## src/rtl/time_pkg.sv

```systemverilog
// Shared definitions for the wall-clock time counter: BCD digit width,
// per-digit limits and the legality check for a 24-hour HH:MM value.
package time_pkg;

  // Width of one BCD digit.
  localparam int BCD_W = 4;

  // Largest value each digit may hold.
  localparam logic [BCD_W-1:0] MIN_ONES_MAX       = 4'd9;
  localparam logic [BCD_W-1:0] MIN_TENS_MAX       = 4'd5;
  localparam logic [BCD_W-1:0] HOUR_ONES_MAX      = 4'd9;
  localparam logic [BCD_W-1:0] HOUR_TENS_MAX      = 4'd2;
  localparam logic [BCD_W-1:0] HOUR_ONES_MAX_AT_2 = 4'd3;

  // Returns 1 when {hour_t, hour_o, min_t, min_o} is a legal 24-hour time
  // (00:00 .. 23:59) with every nibble a valid BCD digit.
  function automatic logic bcd_time_valid(input logic [15:0] t);
    logic [BCD_W-1:0] v_ht;
    logic [BCD_W-1:0] v_ho;
    logic [BCD_W-1:0] v_mt;
    logic [BCD_W-1:0] v_mo;
    logic             v_ok;
    v_ht = t[15:12];
    v_ho = t[11:8];
    v_mt = t[7:4];
    v_mo = t[3:0];
    v_ok = 1'b1;
    if (v_mo > MIN_ONES_MAX) begin
      v_ok = 1'b0;
    end else begin
      v_ok = v_ok;
    end
    if (v_mt > MIN_TENS_MAX) begin
      v_ok = 1'b0;
    end else begin
      v_ok = v_ok;
    end
    if (v_ho > HOUR_ONES_MAX) begin
      v_ok = 1'b0;
    end else begin
      v_ok = v_ok;
    end
    if (v_ht > HOUR_TENS_MAX) begin
      v_ok = 1'b0;
    end else if ((v_ht == HOUR_TENS_MAX) && (v_ho > HOUR_ONES_MAX_AT_2)) begin
      v_ok = 1'b0;
    end else begin
      v_ok = v_ok;
    end
    return v_ok;
  endfunction

endpackage

```

## src/rtl/time_counter_bcd_digit.sv

```systemverilog
// One BCD digit of the time display: a modulo-(wrap_max+1) counter with a
// synchronous load. The wrap point is a runtime input so the hour-ones digit
// can wrap at 3 when the hour-tens digit is 2 and at 9 otherwise.
module bcd_digit
  import time_pkg::*;
#(
  parameter logic [BCD_W-1:0] RESET_VAL = 4'd0
) (
  input  logic             clk,
  input  logic             i_reset,
  input  logic             i_inc,
  input  logic             i_load,
  input  logic [BCD_W-1:0] i_load_val,
  input  logic [BCD_W-1:0] i_wrap_max,
  output logic [BCD_W-1:0] o_digit,
  output logic             o_carry
);

  logic [BCD_W-1:0] r_digit;
  logic             w_at_wrap;

  // Wrap detection and carry: ">=" also recovers cleanly from any value above
  // the current wrap point. A load takes precedence, so no carry is produced
  // in a load cycle.
  always_comb begin
    w_at_wrap = 1'b0;
    o_carry   = 1'b0;
    if (r_digit >= i_wrap_max) begin
      w_at_wrap = 1'b1;
    end else begin
      w_at_wrap = 1'b0;
    end
    if (i_inc && !i_load && w_at_wrap) begin
      o_carry = 1'b1;
    end else begin
      o_carry = 1'b0;
    end
  end

  // Digit register: reset, then load, then increment with wrap.
  always_ff @(posedge clk) begin
    if (i_reset) begin
      r_digit <= RESET_VAL;
    end else if (i_load) begin
      r_digit <= i_load_val;
    end else if (i_inc) begin
      if (w_at_wrap) begin
        r_digit <= 4'd0;
      end else begin
        r_digit <= r_digit + 4'd1;
      end
    end else begin
      r_digit <= r_digit;
    end
  end

  assign o_digit = r_digit;

endmodule

```

## src/rtl/time_counter.sv

```systemverilog
// Wall-clock HH:MM counter fed by the timegen one_second/one_minute strobes.
// Holds strobe edge detectors, load validation, the blinking colon and the
// day-rollover / load-error pulses; the four digits live in bcd_digit.
// RESET_HH and RESET_MM must be legal BCD times (00-23, 00-59).
module time_counter
  import time_pkg::*;
#(
  parameter logic [7:0] RESET_HH = 8'h00,
  parameter logic [7:0] RESET_MM = 8'h00
) (
  input  logic             clk,
  input  logic             reset,
  input  logic             one_second,
  input  logic             one_minute,
  input  logic             load_time,
  input  logic [15:0]      new_time,
  output logic [BCD_W-1:0] hour_tens,
  output logic [BCD_W-1:0] hour_ones,
  output logic [BCD_W-1:0] min_tens,
  output logic [BCD_W-1:0] min_ones,
  output logic             colon,
  output logic             day_rollover,
  output logic             load_err
);

  // Strobe history and registered flag outputs.
  logic r_sec_prev;
  logic r_min_prev;
  logic r_colon;
  logic r_day_rollover;
  logic r_load_err;

  // Decoded events for the current cycle.
  logic w_sec_edge;
  logic w_min_edge;
  logic w_new_valid;
  logic w_load_ok;
  logic w_load_bad;
  logic w_inc;

  // Ripple-carry chain between digits.
  logic w_mo_carry;
  logic w_mt_carry;
  logic w_ho_carry;
  logic w_ht_carry;
  logic [BCD_W-1:0] w_ho_wrap;

  // Edge detection, load classification and minute gating. A legal load
  // drops a coincident minute edge; a rejected load lets it through.
  always_comb begin
    w_sec_edge  = 1'b0;
    w_min_edge  = 1'b0;
    w_new_valid = 1'b0;
    w_load_ok   = 1'b0;
    w_load_bad  = 1'b0;
    w_inc       = 1'b0;
    w_sec_edge  = one_second & ~r_sec_prev;
    w_min_edge  = one_minute & ~r_min_prev;
    w_new_valid = bcd_time_valid(new_time);
    if (load_time) begin
      if (w_new_valid) begin
        w_load_ok  = 1'b1;
        w_load_bad = 1'b0;
      end else begin
        w_load_ok  = 1'b0;
        w_load_bad = 1'b1;
      end
    end else begin
      w_load_ok  = 1'b0;
      w_load_bad = 1'b0;
    end
    w_inc = w_min_edge & ~w_load_ok;
  end

  // Hour-ones wraps at 3 only while the hour-tens digit reads 2.
  always_comb begin
    w_ho_wrap = HOUR_ONES_MAX;
    if (hour_tens == HOUR_TENS_MAX) begin
      w_ho_wrap = HOUR_ONES_MAX_AT_2;
    end else begin
      w_ho_wrap = HOUR_ONES_MAX;
    end
  end

  bcd_digit #(
    .RESET_VAL (RESET_MM[3:0])
  ) u_min_ones (
    .clk        (clk),
    .i_reset    (reset),
    .i_inc      (w_inc),
    .i_load     (w_load_ok),
    .i_load_val (new_time[3:0]),
    .i_wrap_max (MIN_ONES_MAX),
    .o_digit    (min_ones),
    .o_carry    (w_mo_carry)
  );

  bcd_digit #(
    .RESET_VAL (RESET_MM[7:4])
  ) u_min_tens (
    .clk        (clk),
    .i_reset    (reset),
    .i_inc      (w_mo_carry),
    .i_load     (w_load_ok),
    .i_load_val (new_time[7:4]),
    .i_wrap_max (MIN_TENS_MAX),
    .o_digit    (min_tens),
    .o_carry    (w_mt_carry)
  );

  bcd_digit #(
    .RESET_VAL (RESET_HH[3:0])
  ) u_hour_ones (
    .clk        (clk),
    .i_reset    (reset),
    .i_inc      (w_mt_carry),
    .i_load     (w_load_ok),
    .i_load_val (new_time[11:8]),
    .i_wrap_max (w_ho_wrap),
    .o_digit    (hour_ones),
    .o_carry    (w_ho_carry)
  );

  bcd_digit #(
    .RESET_VAL (RESET_HH[7:4])
  ) u_hour_tens (
    .clk        (clk),
    .i_reset    (reset),
    .i_inc      (w_ho_carry),
    .i_load     (w_load_ok),
    .i_load_val (new_time[15:12]),
    .i_wrap_max (HOUR_TENS_MAX),
    .o_digit    (hour_tens),
    .o_carry    (w_ht_carry)
  );

  // Strobe history: cleared on reset so a strobe already high in the first
  // cycle after reset is seen as a rising edge.
  always_ff @(posedge clk) begin
    if (reset) begin
      r_sec_prev <= 1'b0;
      r_min_prev <= 1'b0;
    end else begin
      r_sec_prev <= one_second;
      r_min_prev <= one_minute;
    end
  end

  // Colon: a legal load forces it on, overriding a coincident second toggle.
  always_ff @(posedge clk) begin
    if (reset) begin
      r_colon <= 1'b0;
    end else if (w_load_ok) begin
      r_colon <= 1'b1;
    end else if (w_sec_edge) begin
      r_colon <= ~r_colon;
    end else begin
      r_colon <= r_colon;
    end
  end

  // One-cycle pulses: the carry out of hour-tens is exactly the 23:59 -> 00:00
  // wrap, and a rejected load flags an error.
  always_ff @(posedge clk) begin
    if (reset) begin
      r_day_rollover <= 1'b0;
      r_load_err     <= 1'b0;
    end else begin
      r_day_rollover <= w_ht_carry;
      r_load_err     <= w_load_bad;
    end
  end

  assign colon        = r_colon;
  assign day_rollover = r_day_rollover;
  assign load_err     = r_load_err;

endmodule

```

## config.mk

```make
export PLATFORM = sky130hd
export DESIGN_NAME = time_counter
export DESIGN_NICKNAME = d
export VERILOG_FILES = /design/src/rtl/time_pkg.sv /design/src/rtl/time_counter_bcd_digit.sv /design/src/rtl/time_counter.sv
export SDC_FILE = /design/constraint.sdc
export NUM_CORES = 1
export LEC_CHECK = 0
export BUFFER_PORTS_ARGS = -buffer_cell sky130_fd_sc_hd__buf_2
export CAP_MARGIN = 20
export CORE_ASPECT_RATIO = 0.8
export CORE_MARGIN = 2
export CORE_UTILIZATION = 35
export CTS_CLUSTER_DIAMETER = 60
export CTS_CLUSTER_SIZE = 28
export DETAILED_ROUTE_END_ITERATION = 10
export PLACE_DENSITY = 0.59
export SYNTH_ARGS = -nofsm -noshare
export SYNTH_HDL_FRONTEND = slang
export SYNTH_HIERARCHICAL = 1
export SYNTH_SLANG_ARGS = --single-unit
```

## constraint.sdc

```tcl
create_clock -name clk -period 5.52 [get_ports clk]
set_input_delay 1.104 -clock clk [delete_from_list [all_inputs] [get_ports clk]]
set_output_delay 1.104 -clock clk [all_outputs]
set_load 0.02 [all_outputs]
```

==> impl_metrics.tcl, run 1 <==
set metrics [dict create \
    final-hold-violation-count 0 \
    setup_viol 0 \
    crit_type "in2reg" \
    post_cts.repair.setup_buffers 0 \
    syn-instance-count 175 \
    ys_types 27 \
    fin_cells 284 \
    die_h_microns 63.3 \
    portBuffers 39 \
    hold_path.class "reg2reg" \
    nets 269 \
    syn_avg_cell_area_sq_um 8.79 \
    grt_overflow 0 \
    drtIter0Drc 61 \
    drive_gt1_share_pct 24.7 \
    wire_per_inst_microns 12.2 \
    cts_resized 0 \
    ios 40 \
    diodes 0 \
    cp-end-kind "flop" \
    leakage_uw 0.000979 \
    dieArea_sq_um 4950 \
    row_count 21 \
    ff2ff_path_depth 13 \
    ys_seq_area_share_pct 27.3 \
    cts_hold_buffers 0 \
    grt_setup_unrepaired "no" \
    max_freq_mhz 273 \
    core_area_sq_um 4200 \
    cts_buffer_depth 2 \
    crit_required_ps 5730 \
    root_buffer "clkbuf_8" \
    grt_pass1_vias 1266 \
    grt_pass1_wl_microns 5690 \
    cts_tree "yes" \
    status "finished clean" \
    dpl.hpwl_microns 2660 \
    fin_setup_tns_ps 0 \
    vias 1376 \
    synthToLayoutAreaGrowth_pct 22.8 \
    clock_sinks 21 \
    dp_cells 280 \
    final_area_sq_um 1890 \
    clk_pin_slew_ps 80 \
    clock_skew_ps 5.25 \
    ant_nets 0 \
    r2r_setup_slack_ps 2730 \
    holdWs_ps 621 \
    maxSlewViolCount 0 \
    worstSetupStartpointType "input port" \
    power.density_nw_per_um2 170 \
    antenna_found_initial 0 \
    yosysWarningCount 6 \
    grt_max_degree 36 \
    synth-seq-cells 21 \
    worstHoldPathCells 2 \
    firstDrtPassIters 4 \
    drt-total-wl_microns 3460 \
    crit_path_max_fanout 5 \
    cts_made_buffers 3 \
    placed_area_sq_um 1840 \
    die_w_microns 78.1 \
    initial_core_util_pct 36.6 \
    arrival_ps 3860 \
    drc 0 \
    grt_usage_pct 14.3 \
    vdd_drop_max_mv 0.146 \
    place_congestion 0.750 \
    min_period_ps 3660 \
    htreeDepth 1 \
    viasPerCell 4.85 \
    fin_crit_sh_pct 66.3 \
    synth_area_sq_um 1540 \
    maxCapViolCount 0 \
    clk_latency_ps 270 \
]
==> sequential cells by signal, summed over array words and instances, names as in the netlist <==
name / cells
colon: 1
u_min_ones/o_digit: 4
u_min_tens/o_digit: 4
load_err: 1
day_rollover: 1
r_sec_prev: 1
u_hour_tens/o_digit: 4
u_hour_ones/o_digit: 4
r_min_prev: 1
==> cells in the mapped netlist, drive strengths merged <==
| cell type | count | share of area [%] |
|---|---|---|
| nand2b | 5 | 2.0 |
| or3b | 4 | 2.9 |
| nor2b | 4 | 1.6 |
| o32ai | 1 | 0.57 |
| o211a | 4 | 2.6 |
| a221oi | 16 | 9.1 |
| a21oi | 5 | 1.9 |
| nor3 | 6 | 2.0 |
| buf | 4 | 1.3 |
| nand2 | 2 | 0.49 |
| nand3 | 5 | 1.6 |
| a211oi | 4 | 3.3 |
| nor3b | 12 | 5.9 |
| xnor2 | 5 | 2.8 |
| a21o | 4 | 2.0 |
| dfxtp | 21 | 27 |
| o311a | 2 | 1.3 |
| nor2 | 21 | 5.1 |
| or4b | 1 | 0.89 |
| conb | 2 | 0.49 |
| ha | 20 | 16 |
| inv | 20 | 4.9 |
| a22oi | 1 | 0.81 |
| xor2 | 4 | 2.3 |
| o21ai | 2 | 0.65 |
==> metrics by stage <==
step | utilization, % | total power, uW | setup slack [ps]
3_5_place_dp | 43.8 | 221 | 1640
5_1_grt | 44.9 | 343 | 1540
4_1_cts | 44.9 | 329 | 1910
2_1_floorplan | - | 199 | 2190
6_report | 44.9 | 322 | 1860
3_3_place_gp | 43.8 | 221 | 1770
==> metal layers <==
| metal | GRT usage [%] | part of all wire (%) | wire [microns] | vias up |
|---|---|---|---|---|
| met5 | 0 | 0 | 0 | - |
| met4 | 1.97 | 0.46 | 16 | 0 |
| met2 | 22.6 | 43 | 1480 | 37 |
| met1 | 20.2 | 51 | 1760 | 607 |
| met3 | 3.58 | 5.7 | 196 | 2 |
| li1 | - | - | - | 730 |
==> cell type report <==
| cell class | count | area [sq um] |
|---|---|---|
| Multi-Input combinational cell | 142 | 1070 |
| Fill cell | 446 | 2310 |
| Sequential cell | 21 | 420 |
| Inverter | 20 | 75.1 |
| Tap cell | 57 | 71.3 |
| Timing Repair Buffer | 40 | 203 |
| Clock buffer | 3 | 41.3 |
| Clock inverter | 1 | 5.00 |
==> worst max-delay path, cell delays in order <==
cell	delay (ps)
buf_2	120
nand2b_1	150
a21oi_2	220
o311a_1	320
nand2b_1	110
nor2_1	300
nand2b_1	140
nor2_1	330
nand2b_1	130
nor2_1	290
nand2b_1	140
a211oi_2	290
a221oi_1	130
nor2_1	100
==> cells in the final DEF (no fill, tap or decap) <==
cell and instances:
nor2_1 21, dfxtp_1 21, o211a_1 4, clkbuf_8 3, xor2_1 4, buf_4 1, o311a_1 2, inv_1 20
a21oi_2 1, xnor2_1 5, conb_1 14, o32ai_1 1, a211oi_2 4, buf_2 39, nor2b_1 4, a21oi_1 4
or4b_4 1, ha_1 20, nor3_1 5, nand2_1 2, or3b_4 4, a221oi_1 16, o21ai_0 1, a22oi_2 1
a21o_1 4, clkinv_2 1, nand3_1 5, nand2b_1 5, nor3_2 1, o21ai_1 1, nor3b_1 12
==> final timing paths <==
kind                               from                endpoint
setup / recovery           new_time[12]  u_hour_tens/o_digit[3]
hold / removal                    colon                   colon
setup reg to reg  u_min_ones/o_digit[0]  u_hour_tens/o_digit[3]
hold reg to reg                   colon                   colon
==> where the power goes <==
part / switching, uW / internal, uW
Clock: 54.3 / 50.4
Combinational: 32.6 / 25.6
Sequential: 3.61 / 156
Total: 90.4 / 232
==> kinds of logic after synthesis <==
logic type | after synthesis | share of synthesized area, %
and+or+nand+nor | 60 | 22.5
DFF | 21 | 27.3
AOI/OAI and AO/OA | 39 | 22.1
xor gates and xnor gates | 9 | 5.12
other | 2 | 0.488
adders and majority gates | 20 | 16.3
buffers and inverters | 24 | 6.18
No activity file was read; power rests on OpenSTA's default activity.
==> run 2: changes to the inputs <==
--- a/config.mk
+++ b/config.mk
@@ -5,6 +5,7 @@
 export SDC_FILE = /design/constraint.sdc
 export NUM_CORES = 1
 export LEC_CHECK = 0
+export ABC_AREA = 1
 export BUFFER_PORTS_ARGS = -buffer_cell sky130_fd_sc_hd__buf_2
 export CAP_MARGIN = 20
 export CORE_ASPECT_RATIO = 0.8
@@ -13,7 +14,7 @@
 export CTS_CLUSTER_DIAMETER = 60
 export CTS_CLUSTER_SIZE = 28
 export DETAILED_ROUTE_END_ITERATION = 10
-export PLACE_DENSITY = 0.59
+export PLACE_DENSITY = 0.6
 export SYNTH_ARGS = -nofsm -noshare
 export SYNTH_HDL_FRONTEND = slang
 export SYNTH_HIERARCHICAL = 1
==> constraint.sdc (replaced) <==
create_clock -name clk -period 3.28 [get_ports clk]
set_input_delay 0.656 -clock clk [delete_from_list [all_inputs] [get_ports clk]]
set_output_delay 0.656 -clock clk [all_outputs]
set_load 0.02 [all_outputs]
==> run 2 against run 1 <==
Compared with the run above: sequential share of layout area down 2.8 points; global-route usage up 0.13 points; register-to-register slack worse by 1900 ps; setup slack worse by 1200 ps; via count up 32%; combinational power up 94%; critical path type unchanged.
==> impl_metrics.tcl, run 2 <==
set metrics [dict create \
    post_cts.repair.setup_buffers 0 \
    vias 1816 \
    cts_made_buffers 3 \
    synth_edf_count 0 \
    drt-total-wl_microns 3900 \
    grt_usage_pct 14.5 \
    fin_setup_tns_ps 0 \
    syn_avg_cell_area_sq_um 6.51 \
    clk_pin_slew_ps 80 \
    dp_cells 389 \
    place_congestion 0.798 \
    cts_resized 0 \
    setup_viol 0 \
    cts_tree "yes" \
    ant_nets 0 \
    hold_path.class "reg2reg" \
    maxSlewViolCount 0 \
    netlist_top_cells_area "dfxtp_1 (23%), ha_1 (14%), inv_1 (12%)" \
    path_cells "buf_2 -> nor2_2 -> nand3_1 -> nand4_2 -> nand2_1 -> inv_1 -> inv_1 -> nor2_2 -> nand2_1 -> inv_1 -> inv_1 -> nor2_2 -> nand2_1 -> inv_1 -> inv_1 -> nor2_2 -> nand2_1 -> inv_1 -> inv_1 -> nor2_2 -> nand2_1 -> nor2_1 -> nand3_1 -> a21oi_1" \
    synthToLayoutAreaGrowth_pct 20.7 \
    drtIter0Drc 70 \
    ys_seq_area_share_pct 23.5 \
    maxCapViolCount 0 \
    dieArea_sq_um 5700 \
    slowest_delay_ps 150 \
    clock_skew_ps 6.11 \
    cts_hold_buffers 0 \
    synth_top_cell_by_area "dfxtp_1" \
    ios 40 \
    synth-seq-cells 21 \
    core_area_sq_um 4980 \
    die_w_microns 83.9 \
    grt_pass1_vias 1542 \
    diodes 0 \
    clock_sinks 21 \
    ys_types 19 \
    synth_top_cells_by_count "inv_1 (58), nand2_1 (58), nor2_1 (34)" \
    antenna_found_initial 0 \
    dpl.hpwl_microns 3140 \
    async_reset_ff_share_pct 0 \
    vdd_drop_max_mv 0.245 \
    min_period_ps 2610 \
    die_h_microns 68.0 \
    wire_per_inst_microns 9.92 \
    final_cell_mix "inv_1 (58), nand2_1 (58), buf_2 (39)" \
    crit_required_ps 3480 \
    grt_pass1_wl_microns 6760 \
    max_freq_mhz 383 \
    fin_crit_sh_pct 79.6 \
    cp-end-kind "flop" \
    firstDrtPassIters 4 \
    root_buffer "clkbuf_8" \
    syn-instance-count 275 \
    yosysWarningCount 6 \
    yosysTopAreaCellShare_pct 23.5 \
    drive_gt1_share_pct 16.9 \
    final-hold-violation-count 0 \
    arrival_ps 2810 \
    crit_path_max_fanout 4 \
    critPathSlowestCell "nor2_2" \
    power.density_nw_per_um2 257 \
    initial_core_util_pct 35.9 \
    drc 0 \
    clk_latency_ps 260 \
    cts_buffer_depth 2 \
    row_count 23 \
    status "finished clean" \
    htreeDepth 1 \
    worstSetupStartpointType "input port" \
    yosys_most_used_dff "dfxtp_1" \
    grt_max_degree 28 \
    crit_type "in2reg" \
    critical_path_buf_inv_count 9 \
    leakage_uw 0.00115 \
    grt_overflow 0 \
    fin_cells 393 \
    viasPerCell 4.62 \
    portBuffers 39 \
    cp_top_family "simple AND/OR/NAND/NOR gates" \
    grt_setup_unrepaired "no" \
    nets 373 \
    cp_common_cell "inv_1" \
    synth_area_sq_um 1790 \
]
## run 2: cell count changes in the layout (fill, tap and decap cells not counted), moves of 5 or more
cell / change
xnor2_1: -5
nand3b_1: +5
nand3_1: +17
a22oi_1: +12
nand4_1: +8
nor2_1: +13
inv_1: +38
nor2_2: +7
nand2_1: +56
a221oi_1: -16
nor3b_1: -12
a21oi_1: +8
nand2b_1: -5
## run 2: path summary, 6_finish.rpt
check	startpoint	endpoint	slack, ps	depth (start not counted)
min reg2reg	colon	colon	590	3
min	colon	colon	590	3
max reg2reg	u_min_ones/o_digit[0]	u_hour_tens/o_digit[2]	830	20
max	new_time[15]	u_hour_tens/o_digit[2]	670	24
## run 2: layout make-up
class                   count  area, sq um
fillers                   533         2820
clock buffers               4         45.0
repair buffers             40          203
flip-flops and latches     21          420
well taps                  62         77.6
multi-input cells         208         1200
inverters                  58          218
## run 2: metrics by stage
step                      hold WS, ps  utilization [%]  worst slack [ps]  cell area [sq um]  total power (uW)
final                             590             43.4               669               2160               555
after global routing              618             43.4               183               2160               592
after CTS                         585             43.4               650               2160               563
after detailed placement          570             42.5               364               2110               391
after global placement            585             42.5               445               2110               392
after floorplan                   603                -               503               1830               351
## run 2: power by group
group	leakage (uW)	internal [uW]	total, uW	switching (uW)
Sequential	0.000171	262	271	8.64
Clock	0.0000228	86.6	171	84.8
Combinational	0.000961	44.5	113	68.7
Total	0.00115	393	555	162
## run 2: routing by layer
layer | share of wire (%) | GRT usage (%)
met5 | 0 | 0
met4 | 0.82 | 3.02
met3 | 6.0 | 3.62
met2 | 42 | 24.0
met1 | 51 | 19.3
## run 2: logic make-up (layout without fill, tap and decap cells)
logic type | count (synthesis) | count (layout) | synth area share [%]
other | 2 | 14 | 0.420
buffers and inverters | 58 | 102 | 12.2
xor gates and xnor gates | 1 | 1 | 0.490
adders and majority gates | 20 | 20 | 14.0
AOI/OAI and AO/OA | 33 | 33 | 14.5
DFF | 21 | 21 | 23.5
and+or+nand+nor | 140 | 140 | 35.0
## run 2: worst reg2reg max path, cell delays in order, from the launching register on
cell and delay, ps:
dfxtp_1 460, inv_1 70, ha_1 300, nand4_1 90, nand3_1 120, nand2_1 60
inv_1 70, inv_1 60, nor2_2 150, nand2_1 80, inv_1 70, inv_1 60
nor2_2 140, nand2_1 70, inv_1 60, inv_1 50, nor2_2 140, nand2_1 70
nor2_1 80, nand3_1 80, a21oi_1 110
